`src/rtl/fetch_stage.sv`:
```
// ---------------------------------------------------------------------------
// fetch_stage
//
// Instruction-fetch front end of the PA_RISC pipeline. It keeps the
// PCFront/PCBack program-counter queue and drives the instruction memory from
// PCFront. Each fetched word is captured in the IF/ID pipeline register. The
// stage supports stalls, delayed-branch redirects and squashing of the delay
// slot. It also counts the live instructions it hands to decode.
//
// Ports:
//   clk            rising-edge clock
//   reset          synchronous, active-high; overrides every other input
//   le_pc          PC queue load enable (0 = stall, PCs hold)
//   le_ifid        IF/ID load enable (0 = IF/ID and fetch_count hold)
//   branch_taken   branch resolved taken in ID this cycle
//   branch_target  branch destination; the low two bits are forced to 00
//   nullify_next   squash the word being latched into IF/ID this cycle
//   imem_data      instruction word read combinationally at imem_addr
//   imem_addr      instruction memory address (= PCFront, combinational)
//   pc_front_out   PCFront register
//   pc_back_out    PCBack register
//   ifid_instr     IF/ID instruction word
//   ifid_pc        address the IF/ID instruction was fetched from
//   ifid_valid     IF/ID holds a live (non-nullified) instruction
//   fetch_count    number of valid instructions latched into IF/ID (wraps)
// ---------------------------------------------------------------------------
module fetch_stage #(
  parameter logic [31:0] RESET_PC  = 32'h0000_0000,
  parameter logic [31:0] NOP_INSTR = 32'h0800_0240
) (
  input  logic        clk,
  input  logic        reset,
  input  logic        le_pc,
  input  logic        le_ifid,
  input  logic        branch_taken,
  input  logic [31:0] branch_target,
  input  logic        nullify_next,
  input  logic [31:0] imem_data,
  output logic [31:0] imem_addr,
  output logic [31:0] pc_front_out,
  output logic [31:0] pc_back_out,
  output logic [31:0] ifid_instr,
  output logic [31:0] ifid_pc,
  output logic        ifid_valid,
  output logic [31:0] fetch_count
);

  logic [31:0] pc_front;
  logic [31:0] pc_back;
  logic [31:0] aligned_target;

  // Branch targets are always word aligned, so the low two bits are dropped.
  assign aligned_target = {branch_target[31:2], 2'b00};

  // The memory is addressed directly from PCFront. This is the only
  // combinational path through the stage.
  assign imem_addr    = pc_front;
  assign pc_front_out = pc_front;
  assign pc_back_out  = pc_back;

  // PC queue. During a stall both registers hold, and a pending branch is
  // ignored until the stall releases. The hazard unit keeps branch_taken
  // asserted until then. When a branch is taken, the word fetched this cycle
  // is the delay slot. That word still flows into IF/ID through the block
  // below.
  always_ff @(posedge clk) begin
    if (reset) begin
      pc_front <= RESET_PC;
      pc_back  <= RESET_PC + 32'd4;
    end else if (le_pc) begin
      if (branch_taken) begin
        pc_front <= aligned_target;
        pc_back  <= aligned_target + 32'd4;
      end else begin
        pc_front <= pc_back;
        pc_back  <= pc_back + 32'd4;
      end
    end
  end

  // IF/ID register and fetch counter. A nullified slot still records the PC
  // it came from. It does not count as a fetched instruction.
  always_ff @(posedge clk) begin
    if (reset) begin
      ifid_instr  <= NOP_INSTR;
      ifid_pc     <= 32'd0;
      ifid_valid  <= 1'b0;
      fetch_count <= 32'd0;
    end else if (le_ifid) begin
      ifid_pc <= pc_front;
      if (nullify_next) begin
        ifid_instr <= NOP_INSTR;
        ifid_valid <= 1'b0;
      end else begin
        ifid_instr  <= imem_data;
        ifid_valid  <= 1'b1;
        fetch_count <= fetch_count + 32'd1;
      end
    end
  end

endmodule

```
`config.mk`:
```
export PLATFORM = sky130hd
export DESIGN_NAME = fetch_stage
export DESIGN_NICKNAME = d
export VERILOG_FILES = /design/src/rtl/fetch_stage.sv
export SDC_FILE = /design/constraint.sdc
export NUM_CORES = 1
export LEC_CHECK = 0
export ABC_AREA = 0
export CORE_AREA = 2 2 111 113
export DETAILED_ROUTE_END_ITERATION = 8
export DIE_AREA = 0 0 113 115
export DONT_BUFFER_PORTS = 1
export GPL_TIMING_DRIVEN = 1
export PLACE_DENSITY_LB_ADDON = 0.3
export SETUP_SLACK_MARGIN = 0.15
export SYNTH_ARGS = -nofsm -noshare
export SYNTH_HDL_FRONTEND = slang
export SYNTH_SLANG_ARGS = --single-unit
```
`constraint.sdc`:
```
create_clock -name clk -period 3.53 [get_ports clk]
set_input_delay 0.1765 -clock clk [delete_from_list [all_inputs] [get_ports clk]]
set_output_delay 0.1765 -clock clk [all_outputs]
set_load 0.01 [all_outputs]
```
==> summary.md <==
| Metric | Value |
|---|---|
| CTS clk-pin slew, worst paths | `approximately 0.060 ns` |
| Max-slew violation count | `0` |
| Max-Cap Viols | `0` |
| Final Critical Period | `3.05 ns` |
| Total power | `3.96 mW` |
| Met2 Use GR | `between 50% and 60%` |
| Tot GR Track Use | `approximately 31%` |
| Top post-synthesis cells by area | `dfxtp_1 (42%), mux2i_1 (8.0%), nor2_1 (7.4%)` |
| Skew-Pair Late Insertion Delay | `0.42 ns` |
| Req. time, crit path | `3.84 ns` |
| P per Cell Area | `487 mW/mm²` |
| Mapped Avg Cell Area | `approximately 8.5 µm²` |
| FFs w/ async S/R, synth | `0%` |
| Antenna violations before repair | `0` |
| Worst r2r src | `pc_back_out[4]` |
| Crit Path Max Fanout | `9` |
| Combinational fraction of design power | `8.5%` |
| Setup Crit Path Kind | `register to register` |
| Critical Path Slowest Stage Cell | `a222oi_1` |
| Worst r2r path cells | `7` |
| Port bufs | `0` |
| TritonRoute pass-1 iters | `7` |
| Hold wc startpoint | `le_ifid` |
| CTS tree | `yes` |
| Diode count | `0` |
| CP Capture Type | `register` |
| Vert. Die Dim | `115 µm` |
| Initial drt markers | `698` |
| Routed wire per std cell | `20.7 µm` |
| Largest net degree at the start of global routing | `144` |
| GR Util met3 | `9.17%` |
| Mapped Cells | `871` |
| Worst-margin pin slew | `0.911 ns` |
| Boundary pin count | `263` |
| Synth area leader | `dfxtp_1` |
| DRC | `20` |
| Total number of vias | `6478` |
| Hpwl dp | `~13 mm` |
| Seq pwr share | `between 40 and 50%` |
| Initial core utilization | `approximately 62%` |
| Most common cell after layout, fill and taps aside | `dfxtp_1` |
| Global route hottest layer | `met2` |
| Row cnt | `40` |
| Crit path buf inv count | `1` |
| Share of total power in the clock network | `42.0%` |
| Finished Cell Area | `0.00814 mm²` |
| Max-slew headroom | `between 30% and 40%` |
| Final worst setup slack | `~0.48 ns` |
| Vias per cell | `6.41` |
| Setup TNS | `0 ns` |
| Fmax | `0.328 GHz` |
| Fillcell total | `873` |
| Status | `finished with violations` |
| Cell breakdown of the critical path | `nand4b_1, a222oi_1, and4_2, nand4_1, nor2_1, a211oi_1, dlygate4sd3_1` |
| Number of synthesized flops with an enable pin | `0` |
| Crit-path max cell delay | `around 0.8 ns` |
| Hold-critical path endpoint | `ifid_instr[13]` |
| Layout cells sized above 1 | `under 10%` |
| Die ar. | `0.0130 mm²` |
| Clk sinks | `155` |
| Reg-to-reg slack, setup | `~0.48 ns` |
| Dpl cell area | `about 0.0071 mm²` |
| Clock Skew | `0.0105 ns` |
| Number of global-route vias before repair | `about 6.3k` |
| Switching Fraction | `approximately a quarter` |
| Place WS | `0.764 ns` |
| Synth-to-Final Area Change | `10.5%` |
| First-pass GRT wire length | `32.0 mm` |
| Post-Route WL | `20.9 mm` |
| Post-DRT Antenna Nets | `0` |
| WP data arrival | `about 3.4 ns` |
| Leak pwr | `between 3 and 4 nW` |
| Die width | `around 110 µm` |
| CTS H-tree depth | `4` |
| Startpoint type of the worst setup path | `register` |
| Total gr overflow | `0` |
| Hold Buf Count CTS | `44` |
| Syn. warnings | `0` |
| Commonest cells after routing, fill and taps aside | `dfxtp_1 (155), nor2_1 (145), mux2i_1 (59), nand2_1 (53), o21ai_0 (43)` |
| Switching pwr | `1.03 mW` |
| Failing checks | `design-rule violations` |
| Root Buffer | `clkbuf_16` |
| Cts repair resizes | `0` |
| Global-route met1 utilization | `36.1%` |
| Total CTS buffers | `17` |
| Max clock buf depth | `2` |
| RSZ-0062 raised after global routing | `no` |
| Main synth FF type | `dfxtp_1` |
| Nets | `923` |
| Seq cells post-synth | `155` |
| Register area share after synthesis | `42.1%` |
| Worst Hold Class | `input pin to register` |
| Post-Syn Area | `0.00737 mm²` |
| Final period utilization | `86.5%` |
| Post-synth top area share | `42.1%` |
| GP Congestion | `0.900` |
| Hold depth | `3` |
| Internal power | `between 2 and 3 mW` |
| VDD IR max | `250 µV` |
| RR Endpoint | `pc_back_out[25]` |
| Setup repair bufs after CTS | `0` |
| Unique masters post-synth | `58` |
| # setup viols final | `0` |
| Core Footprint | `0.0118 mm²` |
| Final Hold Fails | `0` |
| CP top delay family | `simple AND/OR/NAND/NOR gates` |
==> flip-flops by register name (all words and copies together), names as in the netlist <==
name and count:
ifid_instr 32, pc_back_out 30, ifid_pc 30, fetch_count 32, imem_addr 30, ifid_valid 1
==> area by class of cell <==
type / instances / area, µm² / share of cell area, %
timing repair buffer: 47 / 515 / 6.33
clock inverter: 9 / 66.3 / 0.815
clock buffer: 23 / 478 / 5.87
multi-input combinational: 620 / 3750 / 46.1
sequential: 155 / 3100 / 38.1
tap: 147 / 184 / 2.26
inverter: 10 / 37.5 / 0.461
==> synth_stat cells (3+ instances only) <==
library cell and instances:
dfxtp_1 155, nor2_1 145, mux2i_1 59, nand2_1 53, o21ai_0 43, a21oi_1 42
buf_4 38, clkbuf_1 36, nand3_1 32, nor2b_1 30, xor2_1 29, a211oi_1 23
nand4_1 18, nor3_1 14, xnor2_1 14, buf_1 12, and3_1 11, nand3b_1 11
inv_1 9, a22oi_1 8, buf_2 7, nand4b_1 6, nor4_1 6, a311oi_1 5
o22ai_1 5, a221oi_1 4, and2_1 4, mux2_2 4, nand2b_1 4, o21a_1 4
nor3b_1 3, or3_1 3
==> cells by family after synthesis <==
kind of cell    count (synthesis)  synth area share [%]
simple gates                  349                  23.0
compound gates                155                  13.4
flops                         155                  42.1
buf+inv                       103                  7.30
mux                            63                  8.63
xor+xnor                       43                  5.11
fa+ha+maj                       2                 0.340
other cells                     1                0.0509
==> power groups by stage <==
stage / registers (mW) / clock network (mW) / logic, mW
3_5_place_dp: 2.00 / 0 / 0.227
6_report: 1.97 / 1.66 / 0.335
3_3_place_gp: 2.00 / 0 / 0.216
5_1_grt: 1.97 / 1.76 / 0.366
4_1_cts: 1.96 / 1.68 / 0.327
2_1_floorplan: 1.95 / 0 / 0.305
==> worst max-delay path by stage <==
| stage | from | end | slack, ns | cells after the start |
|---|---|---|---|---|
| 2_1_floorplan | branch_taken | pc_back_out[30] | 0.51 | 13 |
| 3_3_place_gp | pc_back_out[4] | pc_back_out[31] | 0.87 | 6 |
| 3_5_place_dp | pc_back_out[4] | pc_back_out[31] | 0.76 | 6 |
| 4_1_cts | pc_back_out[4] | pc_back_out[25] | 0.49 | 7 |
| 5_1_grt | pc_back_out[4] | pc_back_out[25] | 0.26 | 7 |
| 6_report | pc_back_out[4] | pc_back_out[25] | 0.48 | 7 |
==> worst register-to-register path: stages, from the launching register on <==
cell and delay (ns):
dfxtp_1 0.51, nand4b_1 0.23, a222oi_1 0.78, and4_2 0.50, nand4_1 0.15, nor2_1 0.13
a211oi_1 0.06, dlygate4sd3_1 0.59
==> metal layers <==
| layer | up-vias | part of all wire, % |
|---|---|---|
| met5 | - | 0 |
| met4 | 0 | 3.8 |
| met3 | 71 | 9.8 |
| met2 | 394 | 48 |
| met1 | 3044 | 38 |
| li1 | 2969 | - |
==> metrics by stage <==
step	std cells	hold slack [ns]	util [%]
after global routing	1011	0.00840	68.9
after floorplan	878	0.314	-
after global placement	935	0.264	60.1
after CTS	1011	0.00403	68.9
final	1011	0.00111	68.9
after detailed placement	935	0.266	60.1
(Power assumes the default switching activity.)
